<file path="src/rtl/multicycle_pkg.sv">
// Shared types and encodings for the multicycle RV32I control path:
// FSM states, opcodes, PC/address select codes, ALU and writeback encodings.
package multicycle_pkg;

  typedef enum logic [2:0] {
    ST_FETCH     = 3'd0,
    ST_DECODE    = 3'd1,
    ST_EXECUTE   = 3'd2,
    ST_MEM       = 3'd3,
    ST_WRITEBACK = 3'd4,
    ST_MULDIV    = 3'd5,
    ST_FAULT     = 3'd6
  } state_t;

  localparam logic [6:0] OPC_LUI      = 7'b0110111;
  localparam logic [6:0] OPC_AUIPC    = 7'b0010111;
  localparam logic [6:0] OPC_JAL      = 7'b1101111;
  localparam logic [6:0] OPC_JALR     = 7'b1100111;
  localparam logic [6:0] OPC_BRANCH   = 7'b1100011;
  localparam logic [6:0] OPC_LOAD     = 7'b0000011;
  localparam logic [6:0] OPC_STORE    = 7'b0100011;
  localparam logic [6:0] OPC_OP_IMM   = 7'b0010011;
  localparam logic [6:0] OPC_OP       = 7'b0110011;
  localparam logic [6:0] OPC_MISC_MEM = 7'b0001111;
  localparam logic [6:0] OPC_SYSTEM   = 7'b1110011;

  localparam logic [6:0] FUNCT7_MULDIV = 7'b0000001;

  localparam logic [1:0] NPC_PLUS4    = 2'd0;
  localparam logic [1:0] NPC_PLUS_IMM = 2'd1;
  localparam logic [1:0] NPC_JALR     = 2'd2;

  localparam logic MEM_ADDR_PC  = 1'b0;
  localparam logic MEM_ADDR_ALU = 1'b1;

  localparam logic [4:0] ALU_ADD  = 5'd0;
  localparam logic [4:0] ALU_SUB  = 5'd1;
  localparam logic [4:0] ALU_SLL  = 5'd2;
  localparam logic [4:0] ALU_SLT  = 5'd3;
  localparam logic [4:0] ALU_SLTU = 5'd4;
  localparam logic [4:0] ALU_XOR  = 5'd5;
  localparam logic [4:0] ALU_SRL  = 5'd6;
  localparam logic [4:0] ALU_SRA  = 5'd7;
  localparam logic [4:0] ALU_OR   = 5'd8;
  localparam logic [4:0] ALU_AND  = 5'd9;

  localparam logic [2:0] WB_ALU    = 3'd0;
  localparam logic [2:0] WB_MEM    = 3'd1;
  localparam logic [2:0] WB_IMM    = 3'd2;
  localparam logic [2:0] WB_PC4    = 3'd3;
  localparam logic [2:0] WB_MULDIV = 3'd4;

  function automatic logic is_known_opcode(input logic [6:0] opcode);
    case (opcode)
      OPC_LUI, OPC_AUIPC, OPC_JAL, OPC_JALR, OPC_BRANCH, OPC_LOAD,
      OPC_STORE, OPC_OP_IMM, OPC_OP, OPC_MISC_MEM, OPC_SYSTEM:
        is_known_opcode = 1'b1;
      default:
        is_known_opcode = 1'b0;
    endcase
  endfunction

endpackage

</file>
<file path="src/rtl/alu_control.sv">
// ALU function decode from opcode/funct3/funct7[5]; branches pick the
// comparison whose zero flag drives the taken decision.
module alu_control
  import multicycle_pkg::*;
(
  input  logic [6:0] opcode,
  input  logic [2:0] funct3,
  input  logic       funct7_bit5,
  output logic [4:0] alu_function
);

  logic [4:0] arith_function;

  always_comb begin
    arith_function = ALU_ADD;
    case (funct3)
      3'b000: arith_function = ALU_ADD;
      3'b001: arith_function = ALU_SLL;
      3'b010: arith_function = ALU_SLT;
      3'b011: arith_function = ALU_SLTU;
      3'b100: arith_function = ALU_XOR;
      3'b101: arith_function = funct7_bit5 ? ALU_SRA : ALU_SRL;
      3'b110: arith_function = ALU_OR;
      3'b111: arith_function = ALU_AND;
      default: arith_function = ALU_ADD;
    endcase
  end

  always_comb begin
    alu_function = ALU_ADD;
    case (opcode)
      OPC_OP:     alu_function = (funct3 == 3'b000 && funct7_bit5) ? ALU_SUB : arith_function;
      OPC_OP_IMM: alu_function = arith_function;
      OPC_BRANCH: begin
        // funct3[2:1]: 00 eq/ne, 10 signed lt/ge, 11 unsigned lt/ge
        case (funct3[2:1])
          2'b10:   alu_function = ALU_SLT;
          2'b11:   alu_function = ALU_SLTU;
          default: alu_function = ALU_SUB;
        endcase
      end
      default:    alu_function = ALU_ADD;
    endcase
  end

endmodule

</file>
<file path="src/rtl/control_transfer.sv">
// Resolves the next-PC source: branch condition from the ALU zero flag,
// PC+imm for JAL, register target for JALR, PC+4 otherwise.
module control_transfer
  import multicycle_pkg::*;
(
  input  logic [6:0] opcode,
  input  logic [2:0] funct3,
  input  logic       alu_result_equal_zero,
  output logic [1:0] transfer_select
);

  logic branch_taken;

  // SLT/SLTU produce 1 when "less than", so a nonzero result means lt holds.
  always_comb begin
    branch_taken = 1'b0;
    case (funct3)
      3'b000:          branch_taken = alu_result_equal_zero;
      3'b001:          branch_taken = !alu_result_equal_zero;
      3'b100, 3'b110:  branch_taken = !alu_result_equal_zero;
      3'b101, 3'b111:  branch_taken = alu_result_equal_zero;
      default:         branch_taken = 1'b0;
    endcase
  end

  always_comb begin
    transfer_select = NPC_PLUS4;
    case (opcode)
      OPC_BRANCH: transfer_select = branch_taken ? NPC_PLUS_IMM : NPC_PLUS4;
      OPC_JAL:    transfer_select = NPC_PLUS_IMM;
      OPC_JALR:   transfer_select = NPC_JALR;
      default:    transfer_select = NPC_PLUS4;
    endcase
  end

endmodule

</file>
<file path="src/rtl/multicycle_fsm.sv">
// Instruction sequencer: state register, memory wait counter and strobe decode.
// MULTICYCLE_MULDIV_EN adds the MULDIV state and its start/done handshake.
module multicycle_fsm
  import multicycle_pkg::*;
#(
  parameter int MEM_TIMEOUT   = 0,
  parameter int TIMEOUT_WIDTH = 8
) (
  input  logic       clock,
  input  logic       reset,
  input  logic [6:0] inst_opcode,
  input  logic [6:0] inst_funct7,
  input  logic       mem_ready,
  input  logic [1:0] transfer_select,
`ifdef MULTICYCLE_MULDIV_EN
  input  logic       muldiv_done,
  output logic       muldiv_start,
`endif
  output logic       pc_write_enable,
  output logic       ir_write_enable,
  output logic       regfile_write_enable,
  output logic       alu_operand_a_select,
  output logic       alu_operand_b_select,
  output logic       alu_enable,
  output logic       mem_address_select,
  output logic       data_mem_read_enable,
  output logic       data_mem_write_enable,
  output logic [2:0] reg_writeback_select,
  output logic [1:0] next_pc_select,
  output logic       inst_retire,
  output logic       fault
);

  state_t                   state_reg, state_next;
  logic [TIMEOUT_WIDTH-1:0] wait_count_reg, wait_count_next;
  logic [TIMEOUT_WIDTH-1:0] wait_count_inc;
  logic                     timed_out;
  logic                     is_muldiv;

`ifdef MULTICYCLE_MULDIV_EN
  logic muldiv_active_reg;

  // Marks cycles after the first in MULDIV so start is a single pulse.
  always_ff @(posedge clock) begin
    if (reset) muldiv_active_reg <= 1'b0;
    else       muldiv_active_reg <= (state_reg == ST_MULDIV);
  end
`endif

  always_ff @(posedge clock) begin
    if (reset) begin
      state_reg      <= ST_FETCH;
      wait_count_reg <= '0;
    end else begin
      state_reg      <= state_next;
      wait_count_reg <= wait_count_next;
    end
  end

  assign is_muldiv      = (inst_opcode == OPC_OP) && (inst_funct7 == FUNCT7_MULDIV);
  assign wait_count_inc = (wait_count_reg == '1) ? wait_count_reg : wait_count_reg + 1'b1;
  assign timed_out      = (MEM_TIMEOUT != 0) &&
                          (wait_count_reg >= TIMEOUT_WIDTH'(MEM_TIMEOUT));

  always_comb begin
    state_next            = state_reg;
    wait_count_next       = '0;
    pc_write_enable       = 1'b0;
    ir_write_enable       = 1'b0;
    regfile_write_enable  = 1'b0;
    alu_operand_a_select  = 1'b0;
    alu_operand_b_select  = 1'b0;
    alu_enable            = 1'b0;
    mem_address_select    = MEM_ADDR_PC;
    data_mem_read_enable  = 1'b0;
    data_mem_write_enable = 1'b0;
    reg_writeback_select  = WB_ALU;
    next_pc_select        = NPC_PLUS4;
    inst_retire           = 1'b0;
    fault                 = 1'b0;
`ifdef MULTICYCLE_MULDIV_EN
    muldiv_start          = 1'b0;
`endif

    case (state_reg)
      ST_FETCH: begin
        data_mem_read_enable = 1'b1;
        if (mem_ready) begin
          ir_write_enable = 1'b1;
          state_next      = ST_DECODE;
        end else if (timed_out) begin
          state_next = ST_FAULT;
        end else begin
          wait_count_next = wait_count_inc;
        end
      end

      ST_DECODE: begin
        if (!is_known_opcode(inst_opcode)) state_next = ST_FAULT;
`ifndef MULTICYCLE_MULDIV_EN
        else if (is_muldiv)                state_next = ST_FAULT;
`endif
        else                               state_next = ST_EXECUTE;
      end

      ST_EXECUTE: begin
        alu_enable = 1'b1;
        state_next = ST_WRITEBACK;
        case (inst_opcode)
          OPC_AUIPC, OPC_JAL: begin
            alu_operand_a_select = 1'b1;
            alu_operand_b_select = 1'b1;
          end
          OPC_LUI, OPC_JALR, OPC_OP_IMM: alu_operand_b_select = 1'b1;
          OPC_LOAD, OPC_STORE: begin
            alu_operand_b_select = 1'b1;
            state_next           = ST_MEM;
          end
          OPC_BRANCH: begin
            pc_write_enable = 1'b1;
            inst_retire     = 1'b1;
            next_pc_select  = transfer_select;
            state_next      = ST_FETCH;
          end
          OPC_MISC_MEM, OPC_SYSTEM: begin
            pc_write_enable = 1'b1;
            inst_retire     = 1'b1;
            state_next      = ST_FETCH;
          end
`ifdef MULTICYCLE_MULDIV_EN
          OPC_OP: if (is_muldiv) state_next = ST_MULDIV;
`endif
          default: ;
        endcase
      end

      ST_MEM: begin
        mem_address_select    = MEM_ADDR_ALU;
        data_mem_read_enable  = (inst_opcode == OPC_LOAD);
        data_mem_write_enable = (inst_opcode == OPC_STORE);
        if (mem_ready) begin
          if (inst_opcode == OPC_LOAD) begin
            state_next = ST_WRITEBACK;
          end else begin
            pc_write_enable = 1'b1;
            inst_retire     = 1'b1;
            state_next      = ST_FETCH;
          end
        end else if (timed_out) begin
          state_next = ST_FAULT;
        end else begin
          wait_count_next = wait_count_inc;
        end
      end

      ST_WRITEBACK: begin
        regfile_write_enable = 1'b1;
        pc_write_enable      = 1'b1;
        inst_retire          = 1'b1;
        next_pc_select       = transfer_select;
        state_next           = ST_FETCH;
        case (inst_opcode)
          OPC_LUI:           reg_writeback_select = WB_IMM;
          OPC_JAL, OPC_JALR: reg_writeback_select = WB_PC4;
          OPC_LOAD:          reg_writeback_select = WB_MEM;
`ifdef MULTICYCLE_MULDIV_EN
          OPC_OP:            reg_writeback_select = is_muldiv ? WB_MULDIV : WB_ALU;
`endif
          default:           reg_writeback_select = WB_ALU;
        endcase
      end

      ST_MULDIV: begin
`ifdef MULTICYCLE_MULDIV_EN
        muldiv_start = !muldiv_active_reg;
        if (muldiv_done) state_next = ST_WRITEBACK;
`else
        state_next = ST_FAULT;
`endif
      end

      ST_FAULT: fault = 1'b1;

      default: state_next = ST_FAULT;
    endcase

    // A reset cycle must never leak a strobe from the aborted instruction.
    if (reset) begin
      pc_write_enable       = 1'b0;
      ir_write_enable       = 1'b0;
      regfile_write_enable  = 1'b0;
      alu_operand_a_select  = 1'b0;
      alu_operand_b_select  = 1'b0;
      alu_enable            = 1'b0;
      mem_address_select    = MEM_ADDR_PC;
      data_mem_read_enable  = 1'b0;
      data_mem_write_enable = 1'b0;
      reg_writeback_select  = WB_ALU;
      next_pc_select        = NPC_PLUS4;
      inst_retire           = 1'b0;
      fault                 = 1'b0;
`ifdef MULTICYCLE_MULDIV_EN
      muldiv_start          = 1'b0;
`endif
    end
  end

endmodule

</file>
<file path="src/rtl/multicycle_ctlpath.sv">
// Multicycle RV32I control path top: sequencer plus ALU-function and
// next-PC decode. Define MULTICYCLE_MULDIV_EN for the mul/div handshake.
module multicycle_ctlpath
  import multicycle_pkg::*;
#(
  parameter int MEM_TIMEOUT   = 0,
  parameter int TIMEOUT_WIDTH = 8
) (
  input  logic       clock,
  input  logic       reset,
  input  logic [6:0] inst_opcode,
  input  logic [2:0] inst_funct3,
  input  logic [6:0] inst_funct7,
  input  logic       alu_result_equal_zero,
  input  logic       mem_ready,
`ifdef MULTICYCLE_MULDIV_EN
  input  logic       muldiv_done,
  output logic       muldiv_start,
`endif
  output logic       pc_write_enable,
  output logic       ir_write_enable,
  output logic       regfile_write_enable,
  output logic       alu_operand_a_select,
  output logic       alu_operand_b_select,
  output logic       mem_address_select,
  output logic       data_mem_read_enable,
  output logic       data_mem_write_enable,
  output logic [2:0] reg_writeback_select,
  output logic [4:0] alu_function,
  output logic [1:0] next_pc_select,
  output logic       inst_retire,
  output logic       fault
);

  logic [4:0] decoded_alu_function;
  logic [1:0] transfer_select;
  logic       alu_enable;

  alu_control u_alu_control (
    .opcode       (inst_opcode),
    .funct3       (inst_funct3),
    .funct7_bit5  (inst_funct7[5]),
    .alu_function (decoded_alu_function)
  );

  control_transfer u_control_transfer (
    .opcode                (inst_opcode),
    .funct3                (inst_funct3),
    .alu_result_equal_zero (alu_result_equal_zero),
    .transfer_select       (transfer_select)
  );

  multicycle_fsm #(
    .MEM_TIMEOUT   (MEM_TIMEOUT),
    .TIMEOUT_WIDTH (TIMEOUT_WIDTH)
  ) u_fsm (
    .clock                 (clock),
    .reset                 (reset),
    .inst_opcode           (inst_opcode),
    .inst_funct7           (inst_funct7),
    .mem_ready             (mem_ready),
    .transfer_select       (transfer_select),
`ifdef MULTICYCLE_MULDIV_EN
    .muldiv_done           (muldiv_done),
    .muldiv_start          (muldiv_start),
`endif
    .pc_write_enable       (pc_write_enable),
    .ir_write_enable       (ir_write_enable),
    .regfile_write_enable  (regfile_write_enable),
    .alu_operand_a_select  (alu_operand_a_select),
    .alu_operand_b_select  (alu_operand_b_select),
    .alu_enable            (alu_enable),
    .mem_address_select    (mem_address_select),
    .data_mem_read_enable  (data_mem_read_enable),
    .data_mem_write_enable (data_mem_write_enable),
    .reg_writeback_select  (reg_writeback_select),
    .next_pc_select        (next_pc_select),
    .inst_retire           (inst_retire),
    .fault                 (fault)
  );

  // The ALU function only matters in EXECUTE; elsewhere it rests at ADD.
  assign alu_function = alu_enable ? decoded_alu_function : ALU_ADD;

endmodule

</file>
<file path="config.mk">
export PLATFORM = sky130hd
export DESIGN_NAME = multicycle_ctlpath
export DESIGN_NICKNAME = d
export VERILOG_FILES = /design/src/rtl/multicycle_pkg.sv /design/src/rtl/alu_control.sv /design/src/rtl/control_transfer.sv /design/src/rtl/multicycle_fsm.sv /design/src/rtl/multicycle_ctlpath.sv
export SDC_FILE = /design/constraint.sdc
export NUM_CORES = 1
export LEC_CHECK = 0
export BUFFER_PORTS_ARGS = -buffer_cell sky130_fd_sc_hd__buf_2
export CAP_MARGIN = 10
export CORE_UTILIZATION = 51
export CTS_BUF_LIST = sky130_fd_sc_hd__clkbuf_4 sky130_fd_sc_hd__clkbuf_8
export DETAILED_ROUTE_END_ITERATION = 8
export HOLD_SLACK_MARGIN = 0.05
export PLACE_DENSITY = 0.87
export SLEW_MARGIN = 20
export SYNTH_ARGS = -nofsm -noshare
export SYNTH_HDL_FRONTEND = slang
export SYNTH_HIERARCHICAL = 1
export SYNTH_SLANG_ARGS = --single-unit
</file>
<file path="constraint.sdc">
create_clock -name clock -period 6.42 [get_ports clock]
set_input_delay 1.284 -clock clock [delete_from_list [all_inputs] [get_ports clock]]
set_output_delay 1.284 -clock clock [all_outputs]
set_load 0.005 [all_outputs]
</file>
Word level (Yosys, flattened, before mapping)
Index checks and enable logic that the tools add are counted.
{"block": "classes", "n_eq_ne": 28, "n_mux": 50, "n_bitwise": 1, "n_reduce_logical": 14}
{"op": "case mux 5 bit (8 select lines)", "n": 1}
{"op": "== test 7 bit, second input constant", "n": 4}
{"op": "two-way mux 1 bit", "n": 28}
{"op": "== test 7 x 6 -> 1 bit, second input constant", "n": 3}
{"op": "two-way mux 3 bit", "n": 7}
{"op": "== test 3 bit, second input constant", "n": 6}
{"op": "case mux 3 bit (6 select lines)", "n": 1}
{"op": "case mux 5 bit (3 select lines)", "n": 1}
{"op": "== test 7 x 5 -> 1 bit, second input constant", "n": 2}
{"op": "== test 3 x 2 -> 1 bit, second input constant", "n": 4}
{"op": "case mux 2 bit (3 select lines)", "n": 2}
{"op": "case mux 3 bit (2 select lines)", "n": 2}
{"op": "OR reduction 11 bit", "n": 1}
{"op": "two-way mux 5 bit", "n": 2}
{"op": "OR reduction 3 bit", "n": 3}
{"op": "== test 7 x 1 -> 1 bit, second input constant", "n": 1}
{"op": "== test 7 x 2 -> 1 bit, second input constant", "n": 1}
{"op": "== test 7 x 4 -> 1 bit, second input constant", "n": 1}
{"op": "OR reduction 7 bit", "n": 1}
{"op": "== test 3 x 1 -> 1 bit, second input constant", "n": 2}
{"op": "logical NOT 3 bit", "n": 2}
{"op": "OR reduction 2 bit", "n": 3}
{"op": "== test 2 bit, second input constant", "n": 2}
{"op": "two-way mux 2 bit", "n": 2}
{"op": "8 further kinds", "n": 11}
{"block": "totals", "regBits": 3, "inputBits": 21, "out_inout_bits": 20, "elab_cells": 94}

Logic depth before layout (Yosys ltp)
Gate-level depths: netlist (run 1).
{"block": "depth", "depth_word": 8, "mapped_depth": 6, "depth_no_buf": 5}

Modules after synthesis
Netlist (run 1), hierarchy kept.
{"mod": "multicycle_fsm", "instances": 1, "cells_per_inst": 84, "area_per_inst_um2": 536.8, "seq_area_each_um2": 60.1}
{"mod": "alu_control", "instances": 1, "cells_per_inst": 23, "area_per_inst_um2": 177.7, "seq_area_each_um2": 0.0}
{"mod": "control_transfer", "instances": 1, "cells_per_inst": 9, "area_per_inst_um2": 70.1, "seq_area_each_um2": 0.0}
{"mod": "multicycle_ctlpath", "instances": 1, "cells_per_inst": 5, "area_per_inst_um2": 31.3, "seq_area_each_um2": 0.0}

Worst setup path after synthesis (run 1)
Ideal clock, no wire load.
{"block": "synth_path", "path_kind": "in2out", "start": "in inst_opcode[3]", "end": "out pc_write_enable", "arrival_ns": 2.572, "slack_ns": 2.564, "cell_stages": 6, "n_path_buf": 2, "cell_sequence": "or2_1 -> buf_6 -> or4_4 -> o2111ai_1 -> a31oi_1 -> buf_4"}
{"block": "synth_between", "elab_chain_len": 5, "elab_cells_between_ends": 10}
{"item": "from (decl)", "line": "multicycle_ctlpath.sv:11", "source": "input logic [6:0] inst_opcode,"}
{"item": "== test 7 bit (tied with other cells)"}
{"item": "OR reduction 3 bit (no line) / two-way mux 1 bit (equally long branches)"}
{"item": "two-way mux 1 bit (on tied branches)"}
{"item": "case mux 1 bit (3 select lines) *"}
{"item": "two-way mux 1 bit *"}
{"item": "to (decl)", "line": "multicycle_ctlpath.sv:20", "source": "output logic pc_write_enable,"}
Every way passes the cells marked *; elsewhere a longest branch is shown, timed or not.

Final worst setup path (run 1)
{"block": "layout_path", "start": "in inst_opcode[3]", "end": "out data_mem_read_enable"}
{"block": "layout_between", "elab_chain_len": 3}
{"item": "== test 7 x 2 -> 1 bit", "line": "multicycle_fsm.sv:139", "source": "data_mem_read_enable = (inst_opcode == OPC_LOAD);"}
{"item": "case mux 1 bit (2 select lines)", "line": "multicycle_fsm.sv:85", "source": "case (state_reg)"}
{"item": "two-way mux 1 bit", "line": "multicycle_fsm.sv:188", "source": "if (reset) begin"}
{"item": "to (decl)", "line": "multicycle_ctlpath.sv:26", "source": "output logic data_mem_read_enable,"}
No other way between the ends.

==> impl_metrics.json, run 1 <==
{
  "status": "finished, final reports clean",
  "finalCritPeriodShare_pct": 63.43,
  "netlist_area_sq_um": 815.8,
  "syn_inst": 121,
  "worstSetupStartpointType": "input port",
  "crit_path_max_fanout": 12,
  "post-route-util_pct": 66.45,
  "finalSetupViolations": 0,
  "io_buffers": 38,
  "crit_chain": "buf_2 > or2_1 > or4_4 > nor3_2 > nor2_1 > nor3_1 > buf_2",
  "grt_pass1_wl_um": 3726,
  "synth_cell_type_count": 49,
  "arrival_ns": 2.79,
  "cpMostUsedCell": "buf_2",
  "async_flop_share_pct": 0,
  "relSlewSlack_pct": 65.64,
  "final_nets": 176,
  "ys_seq_elements": 3,
  "cts_root_buf": "clkbuf_4",
  "post-place-ws_ns": 2.352,
  "min_from": "u_fsm/state_reg[2]",
  "antenna_found_initial": 0,
  "cts_tree": "done",
  "yosysWarnings": 6,
  "skew_ns": 0.001586,
  "clock_latency_ns": 0.22,
  "synth_edf_count": 0,
  "avgSynthCellArea_sq_um": 6.742,
  "ir_drop_uv": 75.71,
  "die_y_um": 42.00,
  "tns_ns": 0,
  "critPathKind": "in -> out",
  "crit_start": "inst_opcode[3]",
  "cp.required_ns": 5.14,
  "die_area_sq_um": 1764,
  "top_level_ports": 41,
  "core_area_sq_um": 1506,
  "wirelength_um": 2239,
  "hp-class": "reg -> reg",
  "clk_pin_slew_ns": 0.04,
  "firstDrtPassIters": 4,
  "syn_nets": 142,
  "clock_path_buffers": 2,
  "place_hpwl_um": 1743,
  "setup_ws_ns": 2.348,
  "cpMaxStageDelayCell": "or4_4",
  "grt_pass1_vias": 890,
  "seq_area_frac_synth_pct": 7.362,
  "antenna_cells": 0,
  "initial_core_util_pct": 54.15,
  "largest_reg_flops": 3,
  "layout_commonest_cell": "buf_2",
  "ctsResizeCount": 0,
  "post_cts_buffers": 0,
  "max_cap_violations": 0,
  "layout_min_cycle_time_ns": 4.072,
  "cts.htree.levels": 1,
  "max_freq_ghz": 0.2456,
  "syn2layout_area_growth_pct": 22.70,
  "leakage_nw": 0.4386,
  "gp_congestion": 0.8824,
  "p_per_area_nw_per_um2": 105.0,
  "ant_nets": 0,
  "hold_buffers": 0,
  "stdcell_count": 170,
  "drv_slew": 0,
  "drt_iter0_drc": 59,
  "fin_hold_ws_ns": 0.6716,
  "max_stage_delay_ns": 0.52,
  "vias_per_cell": 6.124,
  "rsz0062_at_grt": "no",
  "r2r_start": "u_fsm/state_reg[0]",
  "cts_sinks": 3,
  "overflow": 0,
  "track_usage_pct": 25.70,
  "final_cell_mix": "buf_2 (38), nor2_1 (11), nand2_1 (9)",
  "drive_gt1_share_pct": 33.12,
  "num_rows": 14,
  "num_vias": 1041,
  "worst_slew_pin_slew_ns": 0.5107,
  "dp.cells": 166,
  "fp.dieW_um": 42.00,
  "grt_max_degree": 20,
  "cts_made_buffers": 3,
  "critPathCaptureType": "output port",
  "drc": 0,
  "hold_viol": 0,
  "routedWlPerCell_um": 13.17,
  "ys.flop_type": "dfxtp_1"
}
[worst max-delay path: cells and delay by family]
kind	cells	cell delay [ns]
and+or+nand+nor	5	1.22
buffers and inverters	2	0.29
[layer usage]
metal | vias up | wire [um] | global-route usage, %
met5 | - | 0 | 0
met4 | 0 | 27 | 7.097
met3 | 4 | 135 | 1.724
met2 | 49 | 1079 | 46.56
met1 | 468 | 997 | 32.45
li1 | 520 | - | -
[where the power goes]
group,internal [mW],switching [mW]
Clock,0.0274,0.00840
Sequential,0.0204,0.00446
Combinational,0.0192,0.0253
[cells by family after synthesis]
family | after synthesis | share of synthesized area (%)
XOR/XNOR | 1 | 1.074
AO/OA/AOI/OAI | 31 | 26.38
AND/OR/NAND/NOR | 71 | 54.91
multiplexers | 1 | 1.227
buffers and inverters | 12 | 8.128
other | 2 | 0.9206
flip-flops | 3 | 7.362
[metrics by stage]
step                      total power [mW]  area (sq um)
after floorplan                    0.05165         815.8
after global placement             0.06754         970.9
after detailed placement           0.06859         970.9
after CTS                           0.1055          1001
after global routing                0.1137          1001
final                               0.1051          1001
[cell type report]
| cell class | count | area, sq um |
|---|---|---|
| Multi-Input combinational cell | 106 | 689.4 |
| Fill cell | 138 | 505.5 |
| Timing Repair Buffer | 38 | 190.2 |
| Sequential cell | 3 | 60.06 |
| Clock buffer | 4 | 30.03 |
| Tap cell | 16 | 20.02 |
| Inverter | 3 | 11.26 |
[cell usage after synthesis, types with 2 or more instances]
| cell | n | area share (%) |
|---|---|---|
| o21ai_0 | 6 | 3.7 |
| nor3_1 | 8 | 4.9 |
| inv_1 | 3 | 1.4 |
| a21oi_1 | 5 | 3.1 |
| nor2_1 | 11 | 5.1 |
| and3_1 | 3 | 2.3 |
| and2_1 | 5 | 3.8 |
| nor3b_1 | 3 | 2.8 |
| clkbuf_1 | 3 | 1.4 |
| nand4_1 | 2 | 1.5 |
| buf_2 | 2 | 1.2 |
| nand3_1 | 2 | 1.2 |
| nand2b_1 | 3 | 2.3 |
| a211o_1 | 3 | 3.2 |
| a31oi_1 | 5 | 3.8 |
| conb_1 | 2 | 0.92 |
| nand2_1 | 9 | 4.1 |
| and2b_2 | 2 | 2.1 |
| buf_4 | 3 | 2.8 |
| nand4b_1 | 2 | 2.1 |
| nor2b_1 | 5 | 3.8 |
| dfxtp_1 | 3 | 7.4 |
| nor4_1 | 4 | 3.1 |
| and4b_1 | 2 | 2.5 |
[path summary, 6_finish.rpt]
check,end,slack [ns],cells past startpoint
hold reg to reg,u_fsm/state_reg[1],0.67,1
setup / recovery,data_mem_read_enable,2.35,7
setup reg to reg,u_fsm/state_reg[2],5.17,3
hold / removal,u_fsm/state_reg[1],0.67,1
No activity file was read; power rests on OpenSTA's default activity.
==> inputs of run 2 (changes only) <==
--- a/config.mk
+++ b/config.mk
@@ -7,11 +7,11 @@
 export LEC_CHECK = 0
 export BUFFER_PORTS_ARGS = -buffer_cell sky130_fd_sc_hd__buf_2
 export CAP_MARGIN = 10
-export CORE_UTILIZATION = 51
+export CORE_UTILIZATION = 47
 export CTS_BUF_LIST = sky130_fd_sc_hd__clkbuf_4 sky130_fd_sc_hd__clkbuf_8
 export DETAILED_ROUTE_END_ITERATION = 8
 export HOLD_SLACK_MARGIN = 0.05
-export PLACE_DENSITY = 0.87
+export PLACE_DENSITY = 0.81
 export SLEW_MARGIN = 20
 export SYNTH_ARGS = -nofsm -noshare
 export SYNTH_HDL_FRONTEND = slang
==> constraint.sdc (replaced) <==
create_clock -name clock -period 4.1 [get_ports clock]
set_input_delay 0.82 -clock clock [delete_from_list [all_inputs] [get_ports clock]]
set_output_delay 0.82 -clock clock [all_outputs]
set_load 0.005 [all_outputs]
==> impl_metrics.json, run 2 (synthesis gave the netlist of run 1 again) <==
{
  "cpMostUsedCell": "buf_2",
  "core_area_sq_um": 1559,
  "drv_slew": 0,
  "grt_pass1_wl_um": 3436,
  "arrival_ns": 2.33,
  "rsz0062_at_grt": "no",
  "antenna_cells": 0,
  "rr_worst_depth": 3,
  "syn2layout_area_growth_pct": 22.70,
  "cts_tree": "done",
  "r2r_slack_ns": 2.82,
  "ant_nets": 0,
  "fp.dieW_um": 43.66,
  "crit_chain": "buf_2 > or2_1 > or4_4 > nor3_2 > nor2_1 > nor3_1 > buf_2",
  "cts_made_buffers": 3,
  "grt_max_degree": 20,
  "tns_ns": 0,
  "hold_viol": 0,
  "place_hpwl_um": 1658,
  "io_buffers": 38,
  "top_layer": "met3",
  "cts_root_buf": "clkbuf_4",
  "endpoint": "data_mem_read_enable",
  "fin_total_pwr_mw": 0.1657,
  "track_usage_pct": 22.93,
  "firstDrtPassIters": 6,
  "routedWlPerCell_um": 12.79,
  "crit_start": "inst_opcode[3]",
  "hold_buffers": 0,
  "clock_path_buffers": 2,
  "post-place-ws_ns": 0.9612,
  "wl_met2_um": 1001,
  "vias_per_cell": 6.018,
  "p_per_area_nw_per_um2": 165.6,
  "regArea_sq_um": 60.06,
  "post_cts_buffers": 0,
  "die_area_sq_um": 1906,
  "leakage_nw": 0.4386,
  "fillers": 143,
  "max_cap_violations": 0,
  "violations": "DRC",
  "wirelength_um": 2175,
  "final_area_sq_um": 1001,
  "largest_reg_flops": 3,
  "cts.htree.levels": 1,
  "crit_buf_inv": 2,
  "clock_latency_ns": 0.23,
  "skew_ns": 0.0004417,
  "gp_congestion": 0.9000,
  "hp-class": "reg -> reg",
  "critical_path.top_delay_family": "simple AND/OR/NAND/NOR gates",
  "antenna_found_initial": 0,
  "grt_pass1_vias": 807,
  "die_y_um": 43.66,
  "final_nets": 176,
  "drc": 2,
  "routed-wl-met3_um": 134,
  "cpMaxStageDelayCell": "or4_4",
  "overflow": 0,
  "status": "finished, violations left",
  "crit_path_max_fanout": 12,
  "initial_core_util_pct": 52.33,
  "routedLengthMet1_um": 1040,
  "max_stage_delay_ns": 0.51,
  "critPathCaptureType": "output port",
  "ctsResizeCount": 0,
  "drive_gt1_share_pct": 33.12,
  "num_rows": 14,
  "place_area_sq_um": 970.9,
  "r2r_start": "u_fsm/state_reg[0]",
  "layout_min_cycle_time_ns": 3.147,
  "drt_iter0_drc": 42,
  "num_vias": 1023,
  "critPathKind": "in -> out",
  "cts_sinks": 3,
  "r2r_end": "u_fsm/state_reg[2]",
  "max_freq_ghz": 0.3178,
  "finalSetupViolations": 0,
  "layout_commonest_cell": "buf_2",
  "final_cell_mix": "buf_2 (38), nor2_1 (11), nand2_1 (9)",
  "worstSetupStartpointType": "input port",
  "ir_drop_uv": 163.5,
  "cp.depth": 7,
  "top_level_ports": 41,
  "setup_ws_ns": 0.9531,
  "cp.required_ns": 3.28,
  "clk_pin_slew_ns": 0.04,
  "multi_input_area_sq_um": 689.4,
  "finalCritPeriodShare_pct": 76.75
}
[run 2: cell counts in the layout (fill, tap and decap cells not counted)]
No cell type changed its count.
[run 2: area by class of cell]
type                            count  share of cell area [%]
Multi-Input combinational cell    106                   68.87
Timing Repair Buffer               38                   19.00
Sequential cell                     3                   6.000
Clock buffer                        4                   3.000
Tap cell                           16                   2.000
Inverter                            3                   1.125
[run 2: per-stage QoR]
stage	utilization, %	instances	hold WS (ns)
3_5_place_dp	62.28	166	0.6740
3_3_place_gp	62.28	166	0.6624
2_1_floorplan	-	121	0.5865
6_report	64.21	170	0.6846
4_1_cts	64.21	170	0.6824
5_1_grt	64.21	170	0.7130
[run 2: metal layers]
metal | vias up | GRT usage, %
li1 | 521 | -
met1 | 463 | 34.09
met2 | 39 | 34.63
met3 | 0 | 2.083
met4 | 0 | 6.875
met5 | - | 0
[run 2: how the worst min path moves through the flow]
stage | slack (ns) | to | cells past startpoint | start
global placement | 0.66 | u_fsm/state_reg[0] | 2 | u_fsm/state_reg[1]
CTS | 0.68 | u_fsm/state_reg[0] | 1 | u_fsm/state_reg[2]
finish | 0.68 | u_fsm/state_reg[0] | 1 | u_fsm/state_reg[2]
floorplan | 0.59 | u_fsm/state_reg[0] | 2 | u_fsm/state_reg[2]
detailed placement | 0.67 | u_fsm/state_reg[0] | 2 | u_fsm/state_reg[1]
global route | 0.71 | u_fsm/state_reg[0] | 2 | u_fsm/state_reg[1]
[run 2: power by group]
part	internal [mW]	switching, mW
logic	0.0300	0.0389
registers	0.0320	0.00719
clock network	0.0430	0.0146
total	0.105	0.0607
==> inputs of run 3 (changes only) <==
--- a/config.mk
+++ b/config.mk
@@ -7,11 +7,11 @@
 export LEC_CHECK = 0
 export BUFFER_PORTS_ARGS = -buffer_cell sky130_fd_sc_hd__buf_2
 export CAP_MARGIN = 10
-export CORE_UTILIZATION = 47
+export CORE_UTILIZATION = 42
 export CTS_BUF_LIST = sky130_fd_sc_hd__clkbuf_4 sky130_fd_sc_hd__clkbuf_8
 export DETAILED_ROUTE_END_ITERATION = 8
 export HOLD_SLACK_MARGIN = 0.05
-export PLACE_DENSITY = 0.81
+export PLACE_DENSITY = 0.76
 export SLEW_MARGIN = 20
 export SYNTH_ARGS = -nofsm -noshare
 export SYNTH_HDL_FRONTEND = slang
==> constraint.sdc (replaced) <==
create_clock -name clock -period 2.8 [get_ports clock]
set_input_delay 0.56 -clock clock [delete_from_list [all_inputs] [get_ports clock]]
set_output_delay 0.56 -clock clock [all_outputs]
set_load 0.005 [all_outputs]
==> impl_metrics.json, run 3 (synthesis gave the netlist of run 1 again) <==
{
  "p_clk_share_pct": 36.7,
  "dp.cells": 177,
  "p_comb_share_pct": 40.7,
  "gp_congestion": 0.9371,
  "max_cap_violations": 0,
  "wirelength_um": 2349,
  "cts_root_buf": "clkbuf_4",
  "drt_iter0_drc": 25,
  "largest_reg_flops": 3,
  "layout_commonest_cell": "buf_2",
  "multi_input_area_sq_um": 689.4,
  "crit_start": "inst_opcode[3]",
  "tns_ns": 0,
  "ir_drop_uv": 110.7,
  "finalCritPeriodShare_pct": 92.03,
  "critPathCaptureType": "output port",
  "cts.htree.levels": 1,
  "track_usage_pct": 23.67,
  "place_hpwl_um": 1744,
  "r2r_start": "u_fsm/state_reg[0]",
  "final_nets": 178,
  "cts_sinks": 3,
  "worst_slew_pin_slew_ns": 0.5347,
  "antenna_cells": 0,
  "die_area_sq_um": 2122,
  "num_rows": 15,
  "grt_pass1_vias": 841,
  "endpoint": "data_mem_read_enable",
  "switchingPower_mw": 0.09884,
  "crit_path_max_fanout": 6,
  "cts_made_buffers": 3,
  "swShare_pct": 38.77,
  "p_int_mw": 0.1561,
  "worstSetupStartpointType": "input port",
  "initial_core_util_pct": 46.24,
  "die_y_um": 46.07,
  "layout_min_cycle_time_ns": 2.577,
  "post-route-util_pct": 58.23,
  "p_per_area_nw_per_um2": 248.2,
  "skew_ns": 0.004070,
  "firstDrtPassIters": 4,
  "syn2layout_area_growth_pct": 25.92,
  "fp.dieW_um": 46.07,
  "top_level_ports": 41,
  "drc": 0,
  "max_freq_ghz": 0.3881,
  "finalSetupViolations": 0,
  "post_cts_buffers": 0,
  "hold_viol": 0,
  "stdcell_count": 181,
  "vias_per_cell": 5.873,
  "drv_slew": 0,
  "num_vias": 1063,
  "critPathKind": "in -> out",
  "r2r_slack_ns": 1.53,
  "cts_tree": "done",
  "fin_total_pwr_mw": 0.2550,
  "drive_gt1_share_pct": 33.97,
  "hp-class": "in -> reg",
  "overflow": 0,
  "rr_worst_depth": 3,
  "routedWlPerCell_um": 12.98,
  "grt_max_degree": 20,
  "ctsResizeCount": 0,
  "ant_nets": 0,
  "sequentialPowerShare_pct": 22.7,
  "core_area_sq_um": 1764,
  "leakage_nw": 0.4482,
  "final_cell_mix": "buf_2 (38), nor2_1 (11), nand2_1 (9)",
  "rsz0062_at_grt": "no",
  "relSlewSlack_pct": 64.02,
  "status": "finished, final reports clean",
  "arrival_ns": 2.02,
  "r2r_end": "u_fsm/state_reg[2]",
  "clock_latency_ns": 0.25,
  "clock_path_buffers": 2,
  "grt_pass1_wl_um": 3629,
  "fillers": 197,
  "hold_buffers": 0,
  "clk_pin_slew_ns": 0.04,
  "antenna_found_initial": 0,
  "cp.required_ns": 2.24,
  "regArea_sq_um": 60.06,
  "io_buffers": 38
}
run 3: cell types whose count changed in the layout (fill, tap and decap cells not counted):
cell   change
buf_4      +2
run 3: per-stage QoR:
stage / worst slack (ns) / hold WS [ns] / instance area (sq um)
after detailed placement: 0.2208 / 0.6679 / 997.2
after global placement: 0.2730 / 0.6483 / 997.2
after floorplan: 0.3917 / 0.5865 / 815.8
final: 0.2230 / 0.5859 / 1027
after global routing: 0.1251 / 0.6027 / 1027
after CTS: 0.2207 / 0.5746 / 1027
run 3: worst min path at each step:
stage                       start                  to  slack (ns)  depth (start not counted)
6_report                    reset  u_fsm/state_reg[0]        0.59                          2
5_1_grt                     reset  u_fsm/state_reg[0]        0.60                          2
4_1_cts                     reset  u_fsm/state_reg[0]        0.57                          2
3_5_place_dp   u_fsm/state_reg[2]  u_fsm/state_reg[1]        0.67                          1
3_3_place_gp   u_fsm/state_reg[1]  u_fsm/state_reg[0]        0.65                          2
2_1_floorplan  u_fsm/state_reg[2]  u_fsm/state_reg[0]        0.59                          2
run 3: routing by layer:
| layer | vias to the layer above | global-route usage, % | routed length, um |
|---|---|---|---|
| li1 | 527 | - | - |
| met3 | 3 | 1.176 | 92 |
| met4 | 0 | 13.53 | 28 |
| met5 | - | 0 | 0 |
| met1 | 501 | 32.08 | 1060 |
| met2 | 32 | 36.90 | 1167 |
run 3: critical path, stage by stage:
cell    delay [ns]
buf_2         0.10
or2_1         0.32
or4_4         0.52
nor3_2        0.20
nor2_1        0.06
nor3_1        0.12
buf_2         0.14
run 3: layout make-up:
class	instances	area share [%]
multi-input cells	106	67.11
flip-flops and latches	3	5.847
well taps	25	3.045
clock buffers	4	2.923
inverters	3	1.096
repair buffers	40	19.98
run 3: power groups by stage:
stage	Combinational [mW]	Sequential, mW	Clock, mW
4_1_cts	0.103	0.0570	0.0966
2_1_floorplan	0.0699	0.0485	0
6_report	0.104	0.0578	0.0935
3_3_place_gp	0.0995	0.0575	0
3_5_place_dp	0.102	0.0577	0
5_1_grt	0.115	0.0589	0.0960
